File: config.mk
export PLATFORM = sky130hd
export DESIGN_NAME = bch_syndrome
export DESIGN_NICKNAME = d
export VERILOG_FILES = /design/src/rtl/bch_syndrome.sv
export SDC_FILE = /design/constraint.sdc
export NUM_CORES = 1
export LEC_CHECK = 0
export CAP_MARGIN = 20
export CORE_MARGIN = 2
export CORE_UTILIZATION = 51
export DETAILED_ROUTE_END_ITERATION = 16
export PLACE_DENSITY_LB_ADDON = 0.05
export SETUP_SLACK_MARGIN = 0.3
export SLEW_MARGIN = 20
export SYNTH_ARGS = -nofsm -noshare
export SYNTH_HDL_FRONTEND = slang
export SYNTH_SLANG_ARGS = --single-unit
File: constraint.sdc
create_clock -name clk -period 6.2 [get_ports clk]
set_input_delay 1.24 -clock clk [delete_from_list [all_inputs] [get_ports clk]]
set_output_delay 1.24 -clock clk [all_outputs]
set_load 0.005 [all_outputs]
File: src/rtl/bch_syndrome.sv
// bch_syndrome: serial (63,24) BCH syndrome calculator, S_1..S_2T via Horner over GF(2^6)
module bch_syndrome #(
  parameter int N = 63,
  parameter int T = 7,
  parameter int M = 6,
  parameter logic [M:0] PRIM_POLY = 7'b1000011
) (
  input  logic             clk,
  input  logic             rst,
  input  logic             bit_in,
  input  logic             bit_valid,
  output logic [2*T*M-1:0] syndrome,
  output logic             syn_valid,
  output logic             err_detect
);
  localparam int CW = $clog2(N);
  logic [2*T-1:0][M-1:0] acc_q, acc_d, nxt;
  logic [CW-1:0] cnt_q, cnt_d;
  logic [2*T*M-1:0] syn_q, syn_d;
  logic err_q, err_d, vld_q, vld_d, last;
  // Constant multiply by alpha^p; p is fixed per accumulator so this folds to an XOR matrix
  function automatic logic [M-1:0] mul_pow(input logic [M-1:0] a, input int p);
    logic [M-1:0] r;
    r = a;
    for (int k = 0; k < 2*T; k++)
      if (k < p) r = {r[M-2:0], 1'b0} ^ (r[M-1] ? PRIM_POLY[M-1:0] : '0);
    return r;
  endfunction
  always_comb begin
    last = bit_valid && (cnt_q == CW'(N-1));
    for (int j = 0; j < 2*T; j++) begin
      nxt[j] = mul_pow(acc_q[j], j + 1) ^ {{(M-1){1'b0}}, bit_in};
      acc_d[j] = !bit_valid ? acc_q[j] : last ? '0 : nxt[j];
    end
    cnt_d = !bit_valid ? cnt_q : last ? '0 : cnt_q + CW'(1);
    syn_d = last ? nxt : syn_q;
    err_d = last ? |nxt : err_q;
    vld_d = last;
  end
  always_ff @(posedge clk or posedge rst)
    if (rst) begin
      acc_q <= '0;
      cnt_q <= '0;
      syn_q <= '0;
      err_q <= 1'b0;
      vld_q <= 1'b0;
    end else begin
      acc_q <= acc_d;
      cnt_q <= cnt_d;
      syn_q <= syn_d;
      err_q <= err_d;
      vld_q <= vld_d;
    end
  assign syndrome = syn_q;
  assign err_detect = err_q;
  assign syn_valid = vld_q;
endmodule

# Yosys cells after proc, flatten, opt, wreduce, memory -nomap -nowiden
# Index checks and enable logic that the tools add are counted.
# classes
add_sub_neg	1
n_eq_ne	1
mux	120
n_bitwise	119
n_reduce_logical	2
# ops
cell	count
bitwise XOR 6 x 2 -> 6 bit	105
2-to-1 mux 2 bit	105
2-to-1 mux 6 bit	15
OR reduction 84 bit	1
bitwise XOR 6 x 1 -> 6 bit	14
adder 6 x 1 -> 6 bit, second input constant	1
equality test 6 bit, second input constant	1
logical AND 1 bit	1
# totals
register_bits	176
out_inout_bits	86

# Depth between registers and ports, before layout
# logic_depth
depth_word	30
depth_mapped	9
mapped_depth_nobuf	7

# Least setup slack after synthesis
# No wires, ideal clock.
# synth_timing
path_type	input-to-reg
startpoint	input bit_in
endpoint	register err_q (netlist: err_detect)
setup_ps	131
arrival_ps	2640
t_required_ps	6069
setup_slack_ps	3429
cell_stages	6
path_buffers	1
path_cell_list	clkbuf_1 xor2_1 a21oi_1 or4_1 nor4_1 a21oi_1
# synth_between
elab_chain_len	2
# synth_lines
item	line_no	text
from (decl)	10	input logic bit_in,
bitwise XOR 6 x 1 -> 6 bit	32	nxt[j] = mul_pow(acc_q[j], j + 1) ^ {{(M-1){1'b0}}, bit_in};
OR reduction 84 bit (*)	37	err_d = last ? |nxt : err_q;
to (signal assigned)	51	err_q <= err_d;
to (decl)	20	logic err_q, err_d, vld_q, vld_d, last;
# Every way passes the cells marked *; elsewhere a longest branch is shown, timed or not.
# A chain may end at the register's enable or synchronous reset.

# Worst setup path after layout
# layout_timing
startpoint	input bit_valid
endpoint	register acc_q[68] in the netlist's numbering
# layout_between
elab_chain_len	2
# layout_lines
item	line_no	text
from (decl)	11	input logic bit_valid,
logical AND 1 bit	30	last = bit_valid && (cnt_q == CW'(N-1));
2-to-1 mux 6 bit	33	acc_d[j] = !bit_valid ? acc_q[j] : last ? '0 : nxt[j];
to (signal assigned)	42	acc_q <= '0;
to (signal assigned)	48	acc_q <= acc_d;
to (decl)	17	logic [2*T-1:0][M-1:0] acc_q, acc_d, nxt;
# Parallel ways exist; a longest one is shown, timed or not.

==> results.md <==
- CP required: 6490 ps
- Combinational share of power: 34.4%
- Flop pwr share: 41.5%
- CTS Root Cell: clkbuf_16
- Die height: 131 um
- Diode count: 0
- Cell-internal power: 2880 uW
- Fin crit period: 3420 ps
- Total GRT Usage: 23.0%
- Critical R2R Launch: acc_q[33]$_DFFE_PP0P_
- Post-synth EDFFs: 0
- CP most frequent cell: o21ai_0
- CTS tree: yes
- Finished Layout Cells: 1148
- Max Freq: 292 MHz
- HP Start: syndrome[68]$_DFFE_PP0P_
- Fraction of layout instances using a drive strength above 1: 4.61%
- Largest net degree at the start of global routing: 177
- Routed vias: 6192
- Post-layout util: 61.9%
- Clock power frac: 24.1%
- # H-tree levels: 4
- PD cells: 476 nW/um^2
- Final worst setup slack: 2780 ps
- I/O pins: 90
- Slowest CP cell: buf_4
- Final Net Count: 925
- CTS max path bufs: 2
- Setup bufs post-CTS: 0
- Syn Area/Cell: 9.37 sq um
- Max incr delay on CP: 510 ps
- Final hold violations: 0
- Setup WS pre-CTS: 2280 ps
- Least-Margin Pin Slew: 937 ps
- Placed instance count: 1116
- Initial detailed-routing violation count: 464
- CP Data Arrival Time: 3720 ps
- Register area share after synthesis: 53.6%
- CTS Buf Count: 17
- Crit end category: register
- Placeable Area: 15800 sq um
- Slew headroom: 37.5%
- Via density per instance: 5.39
- Max-cap violations: 0
- Final setup vio count: 0
- Worst IR drop on VDD: 0.257 mV
- Via count of the first global-routing pass: 5819
- Antenna violations before repair: 0
- Lkg Pwr: 0.00428 uW
- GPL Wtd Cong: 0.840
- Worst hold path type: reg -> reg
- NetSw: 1790 uW
- Kind of critical path: in -> reg
- Period Utilization, post-route: 55.2%
- Synth Warn #: 0
- Post-Syn Instances: 877
- CP Max Fanout: 71
- Count of cell types in the netlist: 41
- Top-area cell type share of the netlist area: 53.6%
- Clock Latency Late Sink: 430 ps
- CP Cell Sequence: buf_2, buf_4, and4_1, nand3_4, inv_2, buf_12, o21ai_0, nand2_1, o21ai_0
- DRC Markers: 0
- PostCTS Resize Cnt: 0
- Most used DFF post-synth: dfrtp_1
- Ys async rst share: 100%
- Row cnt: 46
- Antenna-violating nets left: 0
- Clock slew at reported path FFs: 60 ps
- Input/output buffers: 89
- Outcome: completed
- Unrepaired setup endpoints after global routing: false
- Skew final: 7.60 ps
- Largest area contributor in the netlist: dfrtp_1
- Layout area overhead: 19.2%
- CP startpoint: bit_valid
- Die area: 17200 sq um
- DRT Pass-1 Iters: 5
- Routed len/inst: 16.1 um
- First-pass GRT wire length: 30600 um
- Mapped Nets: 883
- Cts hold-fix bufs: 0
- Synth top area cells: dfrtp_1 54%, nand2_1 9.8%, xnor2_1 7.9%, o21ai_0 5.8%, xor2_1 3.0%
- Post-Syn Area: 8220 sq um
- GR Overflow Total: 0
- Yosys reg bits: 176
- Final WL: 18500 um
- Startpoint Class: primary input
- Final max-slew violation count: 0
- DP HPWL: 11900 um
- Power consumption: 4660 uW
- Switching portion of total power: 38.3%
- Clk sink count: 176
- Setup TNS: 0 ps
- Initial core utilization: 51.9%
- DIE WIDTH: 131 um
power by group through the flow:
| stage | Combinational, uW | Clock, uW | Sequential, uW |
|---|---|---|---|
| detailed placement | 1600 | 0 | 1940 |
| global placement | 1560 | 0 | 1920 |
| finish | 1610 | 1120 | 1940 |
| CTS | 1610 | 1140 | 1930 |
| floorplan | 1350 | 0 | 1710 |
| global route | 1800 | 1190 | 1990 |
kinds of logic (layout without fill, tap and decap cells):
family	count (synthesis)	in the layout	share of synthesized area, %
buffers and inverters	89	144	4.25
AND/OR/NAND/NOR	329	329	17.1
flip-flops	176	176	53.6
XOR/XNOR	102	102	10.9
multiplexers	1	1	0.122
adder cells (fa/ha/maj)	2	2	0.304
AO/OA/AOI/OAI	178	178	13.8
per-stage QoR:
step                      area [sq um]  hold slack, ps
after floorplan                   8220             451
after global placement            9180             460
after detailed placement          9180             461
after CTS                         9790             481
after global routing              9800             500
final                             9800             475
layer usage:
metal  GRT usage [%]  part of all wire, %  vias to the layer above
li1                -                    -                     3026
met1            34.6                   49                     2968
met2            32.9                   44                      168
met3            5.17                  5.5                       30
met4            7.63                  1.8                        0
met5               0                    0                        -
path summary, 6_finish.rpt:
kind / slack [ps] / cells past startpoint / end
worst max-delay path: 2780 / 9 / acc_q[68]$_DFFE_PP0P_
worst min-delay path: 470 / 2 / syndrome[68]$_DFFE_PP0P_
worst max register to register: 3550 / 6 / err_detect$_DFFE_PP0P_
worst min register to register: 470 / 2 / syndrome[68]$_DFFE_PP0P_
max in group asynchronous: 4090 / 3 / syndrome[75]$_DFFE_PP0P_
min in group asynchronous: 1410 / 3 / syndrome[27]$_DFFE_PP0P_
cells in the mapped netlist, types with 2 or more instances:
| cell type | number |
|---|---|
| o21ai_1 | 3 |
| o41ai_1 | 3 |
| a22o_1 | 23 |
| o31ai_1 | 8 |
| a221oi_1 | 3 |
| nor4_1 | 7 |
| buf_1 | 8 |
| buf_2 | 3 |
| ha_1 | 2 |
| and3_1 | 8 |
| clkbuf_1 | 60 |
| or3_1 | 5 |
| and2_1 | 3 |
| nor3_1 | 17 |
| a21oi_1 | 8 |
| nand3_1 | 20 |
| o2bb2ai_1 | 25 |
| nor2_1 | 35 |
| inv_1 | 14 |
| o22ai_1 | 4 |
| nand4_1 | 10 |
| xnor2_1 | 74 |
| xor2_1 | 28 |
| or4_1 | 4 |
| o21ai_0 | 95 |
| dfrtp_1 | 176 |
| nand2_1 | 215 |
| a21o_1 | 3 |
cell usage in the layout, fill, tap and decap left out, drive strengths merged, types with 6 or more instances in the layout:
cell	synthesis	final
a21oi	8	8
a22o	23	23
and3	8	8
buf	13	8
clkbuf	60	21
clkdlybuf4s50	0	88
dfrtp	176	176
inv	15	15
nand2	215	215
nand3	20	20
nand4	10	10
nor2	35	35
nor3	17	17
nor4	7	7
o21ai	98	98
o2bb2ai	25	25
o31ai	8	8
or3	6	6
xnor2	74	74
xor2	28	28
area by class of cell:
cell class,instances,area [sq um]
clock buffer,21,450
timing repair buffer,96,963
clock inverter,11,163
fill,1324,6030
inverter,16,63.8
multi-input combinational,612,3480
tap,216,270
sequential,176,4400
worst max-delay path, delay by kind of cell:
kind / cells / cell delay, ps
simple gates: 3 / 870
buf+inv: 4 / 1310
compound gates: 2 / 230
registers in the layout, summed over array words and instances, names as in the netlist:
signal,cells
acc_q,84
syndrome,84
err_detect,1
cnt_q,6
syn_valid,1
(Power assumes the default switching activity.)
